--- config.mk ---
export PLATFORM = sky130hd
export DESIGN_NAME = svreal_mac
export DESIGN_NICKNAME = d
export VERILOG_FILES = /design/src/rtl/svreal_mac_pkg.sv /design/src/rtl/svreal_align_sat.sv /design/src/rtl/svreal_mac.sv
export SDC_FILE = /design/constraint.sdc
export NUM_CORES = 1
export LEC_CHECK = 0
export BUFFER_PORTS_ARGS = -buffer_cell sky130_fd_sc_hd__clkbuf_2
export CAP_MARGIN = 20
export CORE_AREA = 2 2 165 200
export DETAILED_ROUTE_END_ITERATION = 6
export DIE_AREA = 0 0 167 202
export GPL_ROUTABILITY_DRIVEN = 0
export PLACE_DENSITY_LB_ADDON = 0.2
export SYNTH_ARGS = -nofsm -noshare
export SYNTH_HDL_FRONTEND = slang
export SYNTH_SLANG_ARGS = --single-unit
--- constraint.sdc ---
create_clock -name clk -period 6.3 [get_ports clk]
set_input_delay 0.63 -clock clk [delete_from_list [all_inputs] [get_ports clk]]
set_output_delay 0.63 -clock clk [all_outputs]
set_load 0.05 [all_outputs]
--- src/rtl/svreal_mac_pkg.sv ---
// Shared types and exponent helpers for the svreal multiply-accumulate.
// Default formats live here so the top and any wrappers agree on them.
package svreal_mac_pkg;

  typedef enum logic {
    SAT  = 1'b0,
    WRAP = 1'b1
  } ovf_mode_t;

  function automatic int prod_exp(input int a_exp, input int b_exp);
    return a_exp + b_exp;
  endfunction

  // Moving to a smaller exponent is a left shift, otherwise a flooring right shift.
  function automatic int shl_amt(input int from_exp, input int to_exp);
    return (from_exp > to_exp) ? (from_exp - to_exp) : 0;
  endfunction

  function automatic int shr_amt(input int from_exp, input int to_exp);
    return (from_exp > to_exp) ? 0 : (to_exp - from_exp);
  endfunction

  localparam int DEF_A_WIDTH   = 16;
  localparam int DEF_A_EXP     = -8;
  localparam int DEF_B_WIDTH   = 17;
  localparam int DEF_B_EXP     = -9;
  localparam int DEF_ACC_WIDTH = 40;
  localparam int DEF_ACC_EXP   = -17;
  localparam int DEF_OUT_WIDTH = 18;
  localparam int DEF_OUT_EXP   = -10;

  localparam int DEF_PROD_EXP    = prod_exp(DEF_A_EXP, DEF_B_EXP);
  localparam int PROD_TO_ACC_SHL = shl_amt(DEF_PROD_EXP, DEF_ACC_EXP);
  localparam int PROD_TO_ACC_SHR = shr_amt(DEF_PROD_EXP, DEF_ACC_EXP);
  localparam int ACC_TO_OUT_SHL  = shl_amt(DEF_ACC_EXP, DEF_OUT_EXP);
  localparam int ACC_TO_OUT_SHR  = shr_amt(DEF_ACC_EXP, DEF_OUT_EXP);

endpackage

--- src/rtl/svreal_align_sat.sv ---
// Combinational exponent alignment followed by a clamp or wrap into the
// target width; ovf_o flags any value that did not fit.
module svreal_align_sat
  import svreal_mac_pkg::*;
#(
  parameter int        IN_W    = 40,
  parameter int        IN_EXP  = -17,
  parameter int        OUT_W   = 18,
  parameter int        OUT_EXP = -10,
  parameter ovf_mode_t MODE    = SAT
) (
  input  logic [IN_W-1:0]  value_i,
  output logic [OUT_W-1:0] value_o,
  output logic             ovf_o
);

  localparam int SHL = shl_amt(IN_EXP, OUT_EXP);
  localparam int SHR = shr_amt(IN_EXP, OUT_EXP);
  localparam int MW  = IN_W + SHL;

  logic signed [MW-1:0] ext;
  logic signed [MW-1:0] shifted;

  assign ext     = MW'($signed(value_i));
  assign shifted = (ext <<< SHL) >>> SHR;

  generate
    if (MW > OUT_W) begin : g_check
      // The value fits when every bit from the target sign bit upward agrees.
      logic [MW-OUT_W:0] top_bits;
      assign top_bits = shifted[MW-1:OUT_W-1];
      assign ovf_o    = !((&top_bits) || !(|top_bits));

      always_comb begin
        value_o = shifted[OUT_W-1:0];
        if (ovf_o && (MODE == SAT)) begin
          value_o = {shifted[MW-1], {(OUT_W-1){!shifted[MW-1]}}};
        end
      end
    end else begin : g_fit
      assign value_o = OUT_W'(shifted);
      assign ovf_o   = 1'b0;
    end
  endgenerate

endmodule

--- src/rtl/svreal_mac.sv ---
// Four-register pipelined fixed-point MAC: product, accumulate, output align,
// output buffer. One global enable stalls every stage while a result waits.
module svreal_mac
  import svreal_mac_pkg::*;
#(
  parameter int A_WIDTH   = DEF_A_WIDTH,
  parameter int A_EXP     = DEF_A_EXP,
  parameter int B_WIDTH   = DEF_B_WIDTH,
  parameter int B_EXP     = DEF_B_EXP,
  parameter int ACC_WIDTH = DEF_ACC_WIDTH,
  parameter int ACC_EXP   = DEF_ACC_EXP,
  parameter int OUT_WIDTH = DEF_OUT_WIDTH,
  parameter int OUT_EXP   = DEF_OUT_EXP,
  parameter int SATURATE  = 1
) (
  input  logic                 clk,
  input  logic                 rst_n,
  input  logic                 in_valid,
  output logic                 in_ready,
  input  logic                 in_last,
  input  logic [A_WIDTH-1:0]   a_value,
  input  logic [B_WIDTH-1:0]   b_value,
  output logic                 out_valid,
  input  logic                 out_ready,
  output logic [OUT_WIDTH-1:0] out_value,
  output logic                 out_ovf
);

  localparam ovf_mode_t MODE = (SATURATE != 0) ? SAT : WRAP;
  localparam int PW    = A_WIDTH + B_WIDTH;
  localparam int PE    = prod_exp(A_EXP, B_EXP);
  localparam int P_SHL = shl_amt(PE, ACC_EXP);
  localparam int P_SHR = shr_amt(PE, ACC_EXP);
  localparam int APW   = PW + P_SHL;
  localparam int SW    = ((APW > ACC_WIDTH) ? APW : ACC_WIDTH) + 1;

  logic ce;

  logic                    first_q;
  logic                    s1_valid_q, s1_first_q, s1_last_q;
  logic signed [PW-1:0]    prod_q, prod_d;

  logic signed [APW-1:0]   prod_al;
  logic signed [SW-1:0]    acc_base, sum_d;
  logic [ACC_WIDTH-1:0]    acc_d;
  logic                    acc_ovf;
  logic                    s2_valid_q, s2_last_q, frame_ovf_q;
  logic signed [ACC_WIDTH-1:0] acc_q;

  logic [OUT_WIDTH-1:0]    res_d;
  logic                    res_ovf;
  logic                    s3_valid_q, s3_ovf_q;
  logic [OUT_WIDTH-1:0]    s3_value_q;

  logic                    out_valid_q, out_ovf_q;
  logic [OUT_WIDTH-1:0]    out_value_q;

  assign ce       = !out_valid_q || out_ready;
  assign in_ready = ce;

  assign prod_d = PW'($signed(a_value)) * PW'($signed(b_value));

  always_ff @(posedge clk) begin
    if (!rst_n) begin
      first_q    <= 1'b1;
      s1_valid_q <= 1'b0;
      s1_first_q <= 1'b0;
      s1_last_q  <= 1'b0;
      prod_q     <= '0;
    end else if (ce) begin
      s1_valid_q <= in_valid;
      if (in_valid) begin
        prod_q     <= prod_d;
        s1_first_q <= first_q;
        s1_last_q  <= in_last;
        first_q    <= in_last;
      end
    end
  end

  assign prod_al = (APW'(prod_q) <<< P_SHL) >>> P_SHR;

  // A frame's first beat replaces the accumulator instead of adding to it.
  always_comb begin
    acc_base = SW'(acc_q);
    if (s1_first_q) begin
      acc_base = '0;
    end
    sum_d = acc_base + SW'(prod_al);
  end

  svreal_align_sat #(
    .IN_W   (SW),
    .IN_EXP (ACC_EXP),
    .OUT_W  (ACC_WIDTH),
    .OUT_EXP(ACC_EXP),
    .MODE   (MODE)
  ) u_acc_align (
    .value_i(sum_d),
    .value_o(acc_d),
    .ovf_o  (acc_ovf)
  );

  always_ff @(posedge clk) begin
    if (!rst_n) begin
      s2_valid_q  <= 1'b0;
      s2_last_q   <= 1'b0;
      acc_q       <= '0;
      frame_ovf_q <= 1'b0;
    end else if (ce) begin
      s2_valid_q <= s1_valid_q;
      if (s1_valid_q) begin
        s2_last_q   <= s1_last_q;
        acc_q       <= acc_d;
        frame_ovf_q <= acc_ovf | (frame_ovf_q & !s1_first_q);
      end
    end
  end

  svreal_align_sat #(
    .IN_W   (ACC_WIDTH),
    .IN_EXP (ACC_EXP),
    .OUT_W  (OUT_WIDTH),
    .OUT_EXP(OUT_EXP),
    .MODE   (MODE)
  ) u_out_align (
    .value_i(acc_q),
    .value_o(res_d),
    .ovf_o  (res_ovf)
  );

  always_ff @(posedge clk) begin
    if (!rst_n) begin
      s3_valid_q <= 1'b0;
      s3_value_q <= '0;
      s3_ovf_q   <= 1'b0;
    end else if (ce) begin
      s3_valid_q <= s2_valid_q && s2_last_q;
      if (s2_valid_q && s2_last_q) begin
        s3_value_q <= res_d;
        s3_ovf_q   <= frame_ovf_q | res_ovf;
      end
    end
  end

  // Consuming and reloading can coincide; the new result simply replaces the old.
  always_ff @(posedge clk) begin
    if (!rst_n) begin
      out_valid_q <= 1'b0;
      out_value_q <= '0;
      out_ovf_q   <= 1'b0;
    end else if (ce) begin
      out_valid_q <= s3_valid_q;
      if (s3_valid_q) begin
        out_value_q <= s3_value_q;
        out_ovf_q   <= s3_ovf_q;
      end
    end
  end

  assign out_valid = out_valid_q;
  assign out_value = out_value_q;
  assign out_ovf   = out_ovf_q;

endmodule

# Word level (Yosys, flattened, before mapping)

Index checks and enable logic that the tools add are counted.
W data, S select, Z words.

Output and inout bits: 21
Memories: 0
Bits in latches: 0
Bits of input ports: 38
Register bits: 120
Bits in read-only memories: 0
Memory bits (writable): 0

Divide/modulo/power cells: 0
Shifts and indexed selects: 0
Mux-type cells: 3
Equality and inequality tests: 0
Add/subtract/negate cells: 1
Order comparisons: 0
Multipliers: 1
Reductions and logical operators: 20
Bitwise logic cells: 3

Operators with widths:

| cell                | number |
|---|---|
| $add A41 B33 Y41    | 1 |
| $mux W41            | 1 |
| $mux W40            | 1 |
| $mul A16 B17 Y33    | 1 |
| $mux W18            | 1 |
| $reduce_and A16 Y1  | 1 |
| $reduce_or A16 Y1   | 1 |
| $reduce_and A2 Y1   | 5 |
| $logic_not A1 Y1    | 8 |
| $logic_or A1 B1 Y1  | 3 |
| $or A1 B1 Y1        | 2 |
| $reduce_or A2 Y1    | 1 |
| $and A1 B1 Y1       | 1 |
| $logic_and A1 B1 Y1 | 1 |

# Logic depth before layout (Yosys ltp)

Depth after elaboration: 7
Depth in mapped cells: 26
Depth with buffers taken out: 23

# Cells and area by module

A second synthesis with hierarchy kept.

Cells, all modules: 2068
Area total of the unflattened synthesis: 17453.0 um2

Modules (own cells, without submodules):

| module                         | cells an instance | instances | area an instance (um2) | sequential area each (um2) |
|---|---|---|---|---|
| svreal_mac                     | 1962              | 1         | 16734.8                | 2402.3 |
| svreal_align_sat (u_acc_align) | 54                | 1         | 400.4                  | 0.0 |
| svreal_align_sat (u_out_align) | 52                | 1         | 317.8                  | 0.0 |

# Worst setup path after synthesis

OpenSTA, ideal clock, no wires.

Kind: input-to-reg
Start point: input port a_value[7]
End point: register prod_q[31] (netlist: prod_al[31])
Data arrival time: 6.269 ns
Setup time: 0.118 ns
Stages on the path: 23
Setup slack: -0.088 ns
Required time: 6.182 ns
Cell sequence: clkbuf_1 > clkbuf_1 > nand2_1 > fa_1 > inv_1 > fa_1 > fa_1 > fa_1 > fa_1 > inv_1 > fa_1 > inv_1 > ha_1 > a21o_1 > a21o_1 > a21oi_1 > o21ai_0 > a31o_2 > a211o_1 > a41oi_1 > o31ai_1 > xnor2_1 > o21ai_1

Cells in the longest elaborated chain, start to end: 1

Ends and longest elaborated chain:

| what                 | RTL line         | source |
|---|---|---|
| from (decl)          | svreal_mac.sv:21 | `input logic [A_WIDTH-1:0] a_value,` |
| $mul A16 B17 Y33     | svreal_mac.sv:61 | `assign prod_d = PW'($signed(a_value)) * PW'($signed(b_value));` |
| to (signal assigned) | svreal_mac.sv:73 | `prod_q <= prod_d;` |
| to (decl)            | svreal_mac.sv:41 | `logic signed [PW-1:0] prod_q, prod_d;` |

No other way between the ends.
A chain may end at the register's enable or synchronous reset.

# Final worst setup path

Start point: input port b_value[7]
End point: register prod_q[31] (netlist: prod_al[31])

Cells in the longest elaborated chain, start to end: 1

Ends and longest elaborated chain:

| what             | RTL line         | source |
|---|---|---|
| from (decl)      | svreal_mac.sv:22 | `input logic [B_WIDTH-1:0] b_value,` |
| $mul A16 B17 Y33 | svreal_mac.sv:61 |  |

No other way between the ends.

==> results.md <==
- Reg clk slew, reported paths: 60 ps
- Post-synthesis simple-gate area fraction: 17.57%
- Total CTS buffers: 17
- Slowest stage cell, crit path: fa_1
- # DRC: 0
- CP Capture Point: prod_al[31]
- Fraction of the cycle the final worst path needs: 95.77%
- R2R cell count: 14
- Vias per cell: 5.373
- Syn nets: 2478
- Multi-input gate area: 13310 um2
- CTS tree: built
- Post-synthesis mux area share: 0.1739%
- Vias in the first global route: 13950
- Main combinational cell family by area after synthesis: adder cells
- First-pass GRT wire length: 68660 um
- Clock Skews: 6.957 ps
- Critical path peak fanout: 9
- Buf/Inv on CP: 4
- CP Depth: 22
- CTS max path bufs: 2
- Fin area: 19310 um2
- R2r startpoint: s1_first_q
- Worst setup path start: b_value[7]
- Hold WS: 444.2 ps
- Max Cap Viol: 0
- DP Area: 18630 um2
- DIE AREA: 33730 um2
- Die span in x: 167 um
- Number of flops mapped to enable cells by yosys: 0
- Worst Hold Class: in2reg
- Reg2Reg Setup Slack: 1280 ps
- FP Rows: 72
- CP Class: in2reg
- Pre-CTS setup slack: -228.8 ps
- Setup WS post-layout: 266.3 ps
- Total gr overflow: 0
- Critical path data required time: 6610 ps
- Die height: 202 um
- Crit. End Element: flop
- Largest area contributor in the netlist: fa_1
- Final WL: 40920 um
- Clk sinks: 120
- CTS H-tree lvls: 4
- Post-DP HPWL: 34220 um
- Core area: 31800 um2
- Wirelength per Cell: 15.98 um
- Post-synthesis sequential area ratio: 13.91%
- Via count: 13760
- Largest delay contributor family on the critical path: adder cells
- Min-delay src: in_last
- WP data arrival: 6340 ps
- Share of layout cells above drive strength 1: 11.00%
- Fillers: 2850
- Fmax: 165.7 MHz
- Unique masters post-synth: 64
- Post-synthesis async set-or-reset flop share: 0%
- Fin. max-slew vios: 0
- Antenna cells: 0
- Worst-skew pair later-pin latency: 420 ps
- Final setup vio count: 0
- Number of synthesized register bits: 120
- Adder-Cell Fraction of Synth Area: 41.20%
- Worst-Margin Slew: 1064 ps
- Post-synthesis xor/xnor area fraction: 3.796%
- Area growth, synth to finish: 11.77%
- RSZ-0062 raised after global routing: false
- Top-area cell type share of the netlist area: 32.10%
- Slew margin rel.: 29.00%
- ANT nets after route: 0
- Synth warn: 0
- Nets@finish: 2580
- Syn avg cell area: 8.471 um2
- Outcome: completed
- Syn Std Cell Area: 17270 um2
- CP Launch Type: input pin
- Reg2reg end: acc_q[13]
- Final hold vios: 0
- Sequential standard cell area: 2402 um2
- Ys flop type: dfxtp_1
- Tmin final: 6034 ps
- Synth Instances: 2039
- Drt first pass iters: 5
- Global-route usage over all layers: 24.82%
- Largest net degree at the start of global routing: 94
- Initial antenna violation count: 0
- IO buf count: 58
- Post-CTS Setup Bufs: 0
- Synth area leaders: fa_1 32%, dfxtp_1 14%, ha_1 9.0%, inv_1 6.8%, nand2_1 6.8%
- Initial Util: 54.32%
- Commonest non-fill, non-tap cells in the layout: 312 x inv_1, 312 x nand2_1, 276 x fa_1, 180 x a21oi_1, 140 x and2_1
- I/O Pins: 59
- Root Buffer: clkbuf_16
- Area fraction in compound gates after synthesis: 14.26%
- Initial drt markers: 697
- Top cell by count, worst path: fa_1
- Crit-path cells: clkbuf_2 > buf_4 > and2_1 > fa_1 > fa_1 > fa_1 > fa_1 > fa_1 > inv_1 > fa_1 > inv_1 > ha_1 > a21o_1 > a21o_1 > a21oi_1 > o21ai_0 > a31o_2 > a211o_1 > a41oi_2 > o31ai_1 > xnor2_1 > o21ai_1
- Critical path's largest stage delay: 560 ps
Yosys cell counts (5+ instances only):
master    instances
inv_1           313
nand2_1         312
fa_1            277
a21oi_1         180
and2_1          140
ha_1            124
dfxtp_1         120
clkbuf_1         86
o21ai_0          59
nor2_1           55
xnor2_1          55
nor2b_1          48
a21o_1           35
o211ai_1         29
xor2_1           18
nand3_1          17
nand4_1          13
o21ai_1          13
a31oi_1          11
a211oi_1         10
nand2b_1         10
a221oi_2          9
and3_1            9
nor3_1            9
a221oi_1          8
o21bai_1          7
nor4_1            6
a211o_1           5
buf_1             5
cell type report:
type / count / area share, %
clock buffers: 18 / 2.223
inverters: 314 / 6.105
flip-flops and latches: 120 / 12.44
repair buffers: 182 / 6.572
multi-input cells: 1506 / 68.94
well taps: 407 / 2.638
clock inverters: 14 / 1.082
through the flow:
step           setup TNS (ps)  cells  util, %
5_1_grt                     0   2561    60.71
4_1_cts                     0   2560    60.59
3_3_place_gp           -465.2   2528    58.59
6_report                    0   2561    60.71
3_5_place_dp            -1197   2528    58.59
2_1_floorplan               0   2039        -
cells by family (layout without fill, tap and decap cells):
kind of cell | count (synthesis) | count (layout)
AOI/OAI and AO/OA | 393 | 393
buffers and inverters | 413 | 528
muxes | 3 | 3
adders and majority gates | 403 | 403
xor gates and xnor gates | 74 | 74
DFF | 120 | 120
and+or+nand+nor | 633 | 633
metal layers:
metal	vias to the layer above	part of all wire (%)	global-route usage, %
li1	6704	-	-
met1	6728	44	32.01
met2	276	51	44.78
met3	53	3.4	2.095
met4	0	2.0	6.743
met5	-	0	0
state kept, by name (all words and copies together), names as in the netlist:
signal / flops
acc_q: 40
first_q: 1
frame_ovf_q: 1
out_ovf: 1
out_valid: 1
out_value: 18
prod_al: 33
s1_first_q: 1
s1_last_q: 1
s1_valid_q: 1
s2_last_q: 1
s2_valid_q: 1
s3_ovf_q: 1
s3_valid_q: 1
s3_value_q: 18
how the worst min path moves through the flow:
stage,end,depth (start not counted)
2_1_floorplan,acc_q[5],2
3_3_place_gp,acc_q[5],2
3_5_place_dp,acc_q[2],2
4_1_cts,first_q,3
5_1_grt,first_q,3
6_report,first_q,3
worst register-to-register path, delay by kind of cell (launching register included):
family	cells	cell delay (ps)
flops	1	320
compound gates	6	1600
fa+ha+maj	1	290
buf+inv	2	470
simple gates	4	1390
xor+xnor	1	850
what timing repair did:
| action | CTS | global route |
|---|---|---|
| hold buffers | 0 | 0 |
| endpoints found under the setup margin | 0 | 3 |
| resized for setup | 0 | 7 |
Power is not shown: default switching activity piles up to over one toggle a cycle in this logic, so the estimate is an artifact.
